$ cat src/rtl/apb_master_transfer_controller.sv
// apb_master_transfer_controller
// Turns one command at a time into a single APB SETUP/ACCESS transfer to the slave
// that the upper address bits select. It absorbs wait states, captures read data and
// slave errors, and aborts an ACCESS phase that waits too long. All outputs come
// straight from flops.
module apb_master_transfer_controller #(
    parameter int NO_OF_SLAVES   = 1,
    parameter int ADDR_WIDTH     = 32,
    parameter int DATA_WIDTH     = 32,
    parameter int REGION_BITS    = 12,
    parameter int TIMEOUT_CYCLES = 16
) (
    input  logic                               pclk,
    input  logic                               preset,
    input  logic                               cmd_valid,
    output logic                               cmd_ready,
    input  logic                               cmd_write,
    input  logic [ADDR_WIDTH-1:0]              cmd_addr,
    input  logic [DATA_WIDTH-1:0]              cmd_wdata,
    input  logic [DATA_WIDTH/8-1:0]            cmd_strb,
    output logic                               rsp_valid,
    output logic [DATA_WIDTH-1:0]              rsp_rdata,
    output logic [1:0]                         rsp_err,
    output logic [NO_OF_SLAVES-1:0]            psel,
    output logic                               penable,
    output logic                               pwrite,
    output logic [ADDR_WIDTH-1:0]              paddr,
    output logic [DATA_WIDTH-1:0]              pwdata,
    output logic [DATA_WIDTH/8-1:0]            pstrb,
    input  logic [NO_OF_SLAVES*DATA_WIDTH-1:0] prdata,
    input  logic [NO_OF_SLAVES-1:0]            pready,
    input  logic [NO_OF_SLAVES-1:0]            pslverr
);

    localparam int STRB_W = DATA_WIDTH / 8;
    localparam int CNT_W  = $clog2(TIMEOUT_CYCLES + 1);
    localparam logic [ADDR_WIDTH-1:0] LP_NSLV    = ADDR_WIDTH'(NO_OF_SLAVES);
    localparam logic [CNT_W-1:0]      LP_TIMEOUT = CNT_W'(TIMEOUT_CYCLES);

    typedef enum logic [1:0] {
        ST_IDLE   = 2'd0,
        ST_SETUP  = 2'd1,
        ST_ACCESS = 2'd2,
        ST_RESP   = 2'd3
    } state_t;

    state_t                  r_state;
    state_t                  w_state_nxt;

    // Registered state and outputs
    logic [NO_OF_SLAVES-1:0] r_mask;
    logic [CNT_W-1:0]        r_cnt;
    logic                    r_cmd_ready;
    logic                    r_rsp_valid;
    logic [DATA_WIDTH-1:0]   r_rsp_rdata;
    logic [1:0]              r_rsp_err;
    logic [NO_OF_SLAVES-1:0] r_psel;
    logic                    r_penable;
    logic                    r_pwrite;
    logic [ADDR_WIDTH-1:0]   r_paddr;
    logic [DATA_WIDTH-1:0]   r_pwdata;
    logic [STRB_W-1:0]       r_pstrb;

    // Next values for the registers above
    logic [NO_OF_SLAVES-1:0] w_mask_nxt;
    logic [CNT_W-1:0]        w_cnt_nxt;
    logic                    w_cmd_ready_nxt;
    logic                    w_rsp_valid_nxt;
    logic [DATA_WIDTH-1:0]   w_rsp_rdata_nxt;
    logic [1:0]              w_rsp_err_nxt;
    logic [NO_OF_SLAVES-1:0] w_psel_nxt;
    logic                    w_penable_nxt;
    logic                    w_pwrite_nxt;
    logic [ADDR_WIDTH-1:0]   w_paddr_nxt;
    logic [DATA_WIDTH-1:0]   w_pwdata_nxt;
    logic [STRB_W-1:0]       w_pstrb_nxt;

    // Decode and selected-slave views
    logic                    w_accept;
    logic [ADDR_WIDTH-1:0]   w_idx;
    logic                    w_idx_ok;
    logic [NO_OF_SLAVES-1:0] w_mask_new;
    logic                    w_sel_ready;
    logic                    w_sel_err;
    logic [DATA_WIDTH-1:0]   w_sel_rdata;
    logic [CNT_W-1:0]        w_cnt_inc;
    logic                    w_timeout;

    // cmd_ready is high exactly while IDLE, so it doubles as the accept qualifier
    assign w_accept    = cmd_valid & r_cmd_ready;
    assign w_idx       = cmd_addr >> REGION_BITS;
    assign w_idx_ok    = (w_idx < LP_NSLV);
    assign w_sel_ready = |(pready & r_mask);
    assign w_sel_err   = |(pslverr & r_mask);
    assign w_cnt_inc   = r_cnt + CNT_W'(1);
    assign w_timeout   = (w_cnt_inc == LP_TIMEOUT);

    // One-hot target decode of the incoming address; all zero when out of range
    always_comb begin
        w_mask_new = '0;
        for (int i = 0; i < NO_OF_SLAVES; i++) begin
            w_mask_new[i] = (w_idx == ADDR_WIDTH'(i));
        end
    end

    // Read-data mux for the latched target; other slaves' buses are masked off
    always_comb begin
        w_sel_rdata = '0;
        for (int i = 0; i < NO_OF_SLAVES; i++) begin
            w_sel_rdata = w_sel_rdata | (prdata[i*DATA_WIDTH +: DATA_WIDTH] & {DATA_WIDTH{r_mask[i]}});
        end
    end

    // State and output registers; reset drops the bus immediately
    always_ff @(posedge pclk or posedge preset) begin
        if (preset) begin
            r_state     <= ST_IDLE;
            r_mask      <= '0;
            r_cnt       <= '0;
            r_cmd_ready <= 1'b1;
            r_rsp_valid <= 1'b0;
            r_rsp_rdata <= '0;
            r_rsp_err   <= 2'd0;
            r_psel      <= '0;
            r_penable   <= 1'b0;
            r_pwrite    <= 1'b0;
            r_paddr     <= '0;
            r_pwdata    <= '0;
            r_pstrb     <= '0;
        end else begin
            r_state     <= w_state_nxt;
            r_mask      <= w_mask_nxt;
            r_cnt       <= w_cnt_nxt;
            r_cmd_ready <= w_cmd_ready_nxt;
            r_rsp_valid <= w_rsp_valid_nxt;
            r_rsp_rdata <= w_rsp_rdata_nxt;
            r_rsp_err   <= w_rsp_err_nxt;
            r_psel      <= w_psel_nxt;
            r_penable   <= w_penable_nxt;
            r_pwrite    <= w_pwrite_nxt;
            r_paddr     <= w_paddr_nxt;
            r_pwdata    <= w_pwdata_nxt;
            r_pstrb     <= w_pstrb_nxt;
        end
    end

    // Next-state logic: IDLE -> SETUP -> ACCESS -> RESP -> IDLE, decode errors skip the bus
    always_comb begin
        w_state_nxt = r_state;
        case (r_state)
            ST_IDLE: begin
                if (w_accept) begin
                    w_state_nxt = w_idx_ok ? ST_SETUP : ST_RESP;
                end else begin
                    w_state_nxt = ST_IDLE;
                end
            end
            ST_SETUP:  w_state_nxt = ST_ACCESS;
            ST_ACCESS: begin
                if (w_sel_ready || w_timeout) begin
                    w_state_nxt = ST_RESP;
                end else begin
                    w_state_nxt = ST_ACCESS;
                end
            end
            ST_RESP:   w_state_nxt = ST_IDLE;
            default:   w_state_nxt = ST_IDLE;
        endcase
    end

    // Output logic: computes the next registered value of every bus/response output
    always_comb begin
        w_mask_nxt      = r_mask;
        w_cnt_nxt       = r_cnt;
        w_cmd_ready_nxt = (w_state_nxt == ST_IDLE);
        w_rsp_valid_nxt = 1'b0;
        w_rsp_rdata_nxt = r_rsp_rdata;
        w_rsp_err_nxt   = r_rsp_err;
        w_psel_nxt      = r_psel;
        w_penable_nxt   = r_penable;
        w_pwrite_nxt    = r_pwrite;
        w_paddr_nxt     = r_paddr;
        w_pwdata_nxt    = r_pwdata;
        w_pstrb_nxt     = r_pstrb;
        case (r_state)
            ST_IDLE: begin
                if (w_accept) begin
                    w_mask_nxt   = w_mask_new;
                    w_paddr_nxt  = cmd_addr;
                    w_pwrite_nxt = cmd_write;
                    w_pwdata_nxt = cmd_wdata;
                    w_pstrb_nxt  = cmd_write ? cmd_strb : {STRB_W{1'b0}};
                    if (w_idx_ok) begin
                        w_psel_nxt = w_mask_new;
                    end else begin
                        w_psel_nxt      = '0;
                        w_rsp_valid_nxt = 1'b1;
                        w_rsp_err_nxt   = 2'd2;
                        w_rsp_rdata_nxt = '0;
                    end
                end else begin
                    w_psel_nxt = '0;
                end
            end
            ST_SETUP: begin
                // Counter restarts every time ACCESS is entered
                w_penable_nxt = 1'b1;
                w_cnt_nxt     = '0;
            end
            ST_ACCESS: begin
                if (w_sel_ready) begin
                    w_psel_nxt      = '0;
                    w_penable_nxt   = 1'b0;
                    w_rsp_valid_nxt = 1'b1;
                    w_rsp_err_nxt   = w_sel_err ? 2'd1 : 2'd0;
                    w_rsp_rdata_nxt = (r_pwrite || w_sel_err) ? {DATA_WIDTH{1'b0}} : w_sel_rdata;
                end else if (w_timeout) begin
                    w_cnt_nxt       = w_cnt_inc;
                    w_psel_nxt      = '0;
                    w_penable_nxt   = 1'b0;
                    w_rsp_valid_nxt = 1'b1;
                    w_rsp_err_nxt   = 2'd3;
                    w_rsp_rdata_nxt = '0;
                end else begin
                    w_cnt_nxt = w_cnt_inc;
                end
            end
            ST_RESP: begin
                w_psel_nxt    = '0;
                w_penable_nxt = 1'b0;
            end
            default: begin
                w_psel_nxt    = '0;
                w_penable_nxt = 1'b0;
            end
        endcase
    end

    assign cmd_ready = r_cmd_ready;
    assign rsp_valid = r_rsp_valid;
    assign rsp_rdata = r_rsp_rdata;
    assign rsp_err   = r_rsp_err;
    assign psel      = r_psel;
    assign penable   = r_penable;
    assign pwrite    = r_pwrite;
    assign paddr     = r_paddr;
    assign pwdata    = r_pwdata;
    assign pstrb     = r_pstrb;

endmodule

$ cat config.mk
export PLATFORM = sky130hd
export DESIGN_NAME = apb_master_transfer_controller
export DESIGN_NICKNAME = d
export VERILOG_FILES = /design/src/rtl/apb_master_transfer_controller.sv
export SDC_FILE = /design/constraint.sdc
export NUM_CORES = 1
export LEC_CHECK = 0
export ABC_CLOCK_PERIOD_IN_PS = 4850
export BUFFER_PORTS_ARGS = -buffer_cell sky130_fd_sc_hd__buf_2
export CORE_ASPECT_RATIO = 2
export CORE_UTILIZATION = 35
export CTS_CLUSTER_SIZE = 10
export DETAILED_ROUTE_END_ITERATION = 8
export HOLD_SLACK_MARGIN = 0.06
export SYNTH_ARGS = -nofsm -noshare
export SYNTH_HDL_FRONTEND = slang
export SYNTH_SLANG_ARGS = --single-unit
$ cat constraint.sdc
create_clock -name pclk -period 4.85 [get_ports pclk]
set_input_delay 0.7275 -clock pclk [delete_from_list [all_inputs] [get_ports pclk]]
set_output_delay 0.7275 -clock pclk [all_outputs]
set_load 0.02 [all_outputs]
# After elaboration in Yosys (flattened, before gate mapping)
# Cells that the tools add are included.
[classes]
n_addsub = 1
n_lt_le_gt_ge = 1
eq_ne = 8
mux = 30
n_bitwise = 4
n_reduce_logical = 14
[ops]
columns = ["operator", "count"]
rows = [
  ["32-bit two-way mux", 5],
  ["32-bit case mux with 2 select lines", 1],
  ["32-bit bitwise AND", 1],
  ["32-bit zero test", 1],
  ["20-bit by 1-bit less-than comparator with 1-bit output, second input constant", 1],
  ["2-bit two-way mux", 6],
  ["1-bit two-way mux", 10],
  ["5-bit case mux with 2 select lines", 1],
  ["2-bit case mux with 4 select lines", 1],
  ["2-bit AND reduction", 4],
  ["2-bit inequality test, second input constant", 3],
  ["1-bit case mux with 3 select lines", 2],
  ["3-bit nonzero test", 2],
  ["5-bit by 1-bit adder with 5-bit output, second input constant", 1],
  ["5-bit equality test, second input constant", 1],
  ["5-bit two-way mux", 1],
  ["2-bit equality test, second input constant", 2],
  ["2-bit zero test", 2],
  ["4-bit two-way mux", 1],
  ["2-bit case mux with 2 select lines", 1],
  ["4-bit AND reduction", 1],
  ["2-bit nonzero test", 2],
  ["1-bit bitwise AND", 3],
  ["3-bit inequality test, second input constant", 1],
  ["3 further kinds", 4],
]
[totals]
reg_bits = 115
input_bits = 106
out_inout_bits = 107
wordCells = 71

# Logic depth before layout (Yosys ltp)
[logic_depth]
ltp_word = 6
ltp_mapped = 7
depth_no_buf = 6

# Worst setup path after synthesis
# OpenSTA, ideal clock, no wires.
[synth_path]
path_type = "in2reg"
from = "input port cmd_addr[28]"
to = "register r_rsp_rdata[0], in the netlist rsp_rdata[0]"
setup_ps = 66
t_arrival_ps = 1992
required_ps = 4784
path_slack_ps = 2792
cell_stages = 5
path_buffers = 1
cell_sequence = "nor4_1 > a31o_4 > a21o_1 > buf_1 > a22o_1"
[synth_between]
elab_chain_cells = 3
[synth_lines]
columns = ["element", "line_no", "source"]
rows = [
  ["start: declaration", "18", "input logic [ADDR_WIDTH-1:0] cmd_addr,"],
  ["20-bit by 1-bit less-than comparator with 1-bit output", "92", "assign w_idx_ok = (w_idx < LP_NSLV);"],
  ["2-bit inequality test (no line)", "--", ""],
  ["4-bit AND reduction (no line)", "--", ""],
  ["end signal: assignment", "136", "r_rsp_rdata <= w_rsp_rdata_nxt;"],
  ["end: declaration", "55", "logic [DATA_WIDTH-1:0] r_rsp_rdata;"],
]
# Every way passes these cells.
# A chain may end at the register's enable or synchronous reset.

# Worst setup path in the final report
[layout_path]
from = "register r_state[0]"
to = "register r_rsp_err[0], in the netlist rsp_err[0]"
[layout_between]
elab_chain_cells = 3
elab_cells_between_ends = 8
cone_classes = "4 x eq/ne; 1 x mux; 3 x reduce/logical"
[layout_lines]
columns = ["element", "line_no", "source"]
rows = [
  ["start: declaration", "47", "state_t r_state;"],
  ["start signal: assignment", "131", "r_state <= w_state_nxt;"],
  ["2-bit equality test or 2-bit zero test (tied branches)", "185", "case (r_state)"],
  ["3-bit inequality test (no line) (tied with other cells)", "--", ""],
  ["4-bit AND reduction (no line)", "--", ""],
  ["end signal: assignment", "137", "r_rsp_err <= w_rsp_err_nxt;"],
  ["end: declaration", "56", "logic [1:0] r_rsp_err;"],
]
# Parallel ways exist; a longest one is shown, timed or not.

==> impl_metrics.ini <==
[grt]
grt_antenna_before_repair = 0
grt_max_degree = 77
grt.overflow.total = 0
grt_use_total_pct = 16.9
grt_pass1_vias = 3486
grt_pass1_wl_um = 16700

[synthesis]
synth_compound_area_share_pct = 11.5
synthMuxAreaShare_pct = 16.3
syn_inst = 312
synth-xor-area-share_pct = 0.195
ys_top_cells_by_area = dfrtp_1 63%, mux2_2 16%, a22o_1 6.2%
ys_seq_area_share_pct = 64.0
ys_ff_latch = 115
synth_area_um2 = 4500
yosysTopAreaCell = dfrtp_1
ys_warn_count = 0
synth-main-ff-cell = dfrtp_1
synth_fa_ha_area_share_pct = 1.39
async_flop_share_pct = 100
synth_top_area_share_pct = 63.4
ys_types = 36
synth_enable_flop_cells = 0
synth-simple-area-share_pct = 4.14
synth_nets = 423
synth_top_family_by_area = multiplexers
syn_avg_cell_area_um2 = 14.4

[setup_path]
required_ns = 5.09
crit_path_max_fanout = 33
criticalPathCategory = reg -> reg
start_kind = flip-flop
cp.arrival_ns = 2.77
cp-end-kind = flip-flop

[clock_network]
cts_tree = built
clkSlewWorstSetupHoldPaths_ns = 0.06
cts_setup_buffers = 0
clock_latency_ns = 0.41
numCtsBuffers = 17
cts_root_buffer = clkbuf_16
clk_path_buf_depth = 2
clock_sinks = 115
h-tree-depth = 4
cts_hold_buf = 0
ctsResizeCount = 0

[layout]
finish.net_count = 642
area_growth_pct = 39.4
diodes = 0
post-route-util_pct = 50.0
layout-drive-gt1-share_pct = 58.0
fillers = 1131

[routing]
firstDrtPassIters = 4
num_vias = 3401
wl_per_cell_um = 15.9
routed_wl_um = 11000
ant_nets = 0
drt_iter0_markers = 170
drc = 0
viasPerCell = 4.91

[floorplan]
num_io_pins = 213
start_util_pct = 35.9
row_count = 58
core_um2 = 12600
dieArea_um2 = 13300
fp.dieH_um = 162
die_w_um = 82.2

[placement]
dpl.hpwl_um = 7980
place_congestion = 0.769
io_buffer_count = 212

[timing]
setup_viol = 0
final.period_utilization_pct = 52.2
hold_slack_ns = 0.476
finalHoldViolations = 0
setup-tns-final_ns = 0
worst_pin_slew_ns = 1.04
fin_crit_ns = 2.53
rsz0062_at_grt = false
maxSlewViolCount = 0
fmax_mhz = 395
relSlewSlack_pct = 30.8
finClkSkew_ns = 0.0133

[power]
power.leakage_uw = 0.00321
vdd_ir_drop_max_uv = 332
powerDensity_nw_per_um2 = 662

[min_path]
hp-class = reg -> reg

[run_status]
outcome = finished clean

[job]
maxCapViolations = 0
routing by layer:
layer / global-route usage [%] / vias to the layer above / part of all wire, %
li1: - / 1584 / -
met1: 17.6 / 1662 / 37
met2: 30.1 / 135 / 55
met3: 4.76 / 20 / 5.8
met4: 7.89 / 0 / 2.0
met5: 0 / - / 0
synthesized netlist by cell type, types with 2 or more instances:
cell type and instances:
clkbuf_1 6, nor2_1 3, buf_1 2, buf_2 4
inv_1 8, ha_1 5, o21ai_0 14, o31ai_1 4
a21oi_1 4, a31oi_1 2, mux2_2 65, buf_6 3
nand3_1 4, nor4_1 5, nand2b_1 3, dfrtp_1 114
a22o_1 32, nand2_1 16
layout make-up:
type,count,area (um2),area share [%]
repair buffers,215,1080,17.3
multi-input cells,174,1520,24.2
clock inverters,12,134,2.13
flip-flops and latches,115,2880,45.9
inverters,8,32.5,0.518
clock buffers,19,443,7.06
well taps,150,188,2.99
report_power, final:
part / internal, uW / total [uW] / switching (uW)
Combinational: 604 / 1490 / 884
Clock: 768 / 1210 / 441
Sequential: 1290 / 1460 / 167
per-stage QoR:
stage | setup WS [ns] | instances | area [um2] | total power (uW)
floorplan | 1.08 | 312 | 4500 | 2460
global placement | 1.88 | 662 | 5700 | 2950
finish | 2.32 | 693 | 6280 | 4160
CTS | 2.27 | 693 | 6280 | 4210
global route | 2.12 | 693 | 6280 | 4380
detailed placement | 1.83 | 662 | 5700 | 2980
path summary, 6_finish.rpt:
kind                                  from    endpoint  slack, ns  cells past startpoint
worst min-delay path              pstrb[1]    pstrb[1]       0.48                      2
min in group asynchronous           preset  pwdata[22]       0.55                      2
worst max register to register  r_state[0]  rsp_err[0]       2.32                      6
worst min register to register    pstrb[1]    pstrb[1]       0.48                      2
max in group asynchronous           preset   cmd_ready       3.19                      3
worst max-delay path            r_state[0]  rsp_err[0]       2.32                      6
cells in the final DEF, fill, tap and decap left out, drive strengths merged, types with 2 or more instances in the layout:
cell type and instances:
bufinv 2, a22o 32, ha 5, nand3 5
mux2 65, a31oi 2, inv 9, dfrtp 114
nor4 5, clkinv 7, nor2 3, nand2 16
o21ai 15, nand2b 3, buf 215, clkinvlp 2
o31ai 4, a21oi 4, clkbuf 19
cells by family after synthesis:
family	Yosys count
muxes	65
and+or+nand+nor	37
adders and majority gates	5
buffers and inverters	23
AOI/OAI and AO/OA	66
xor gates and xnor gates	1
DFF	115
flip-flops by register name, indices dropped and copies added, names as in the netlist, 2 cells and up:
signal / count
paddr: 32
pwdata: 32
rsp_rdata: 32
r_cnt: 5
pstrb: 4
r_state: 2
rsp_err: 2
worst max-delay path, cell delays in order, from the launching register on:
cell and delay, ns:
dfrtp_1 0.40, inv_1 0.09, ha_1 0.44, nand2_1 0.11, a31oi_1 0.31, a21o_1 0.82, a22oi_1 0.20
No activity file was read; power rests on OpenSTA's default activity.
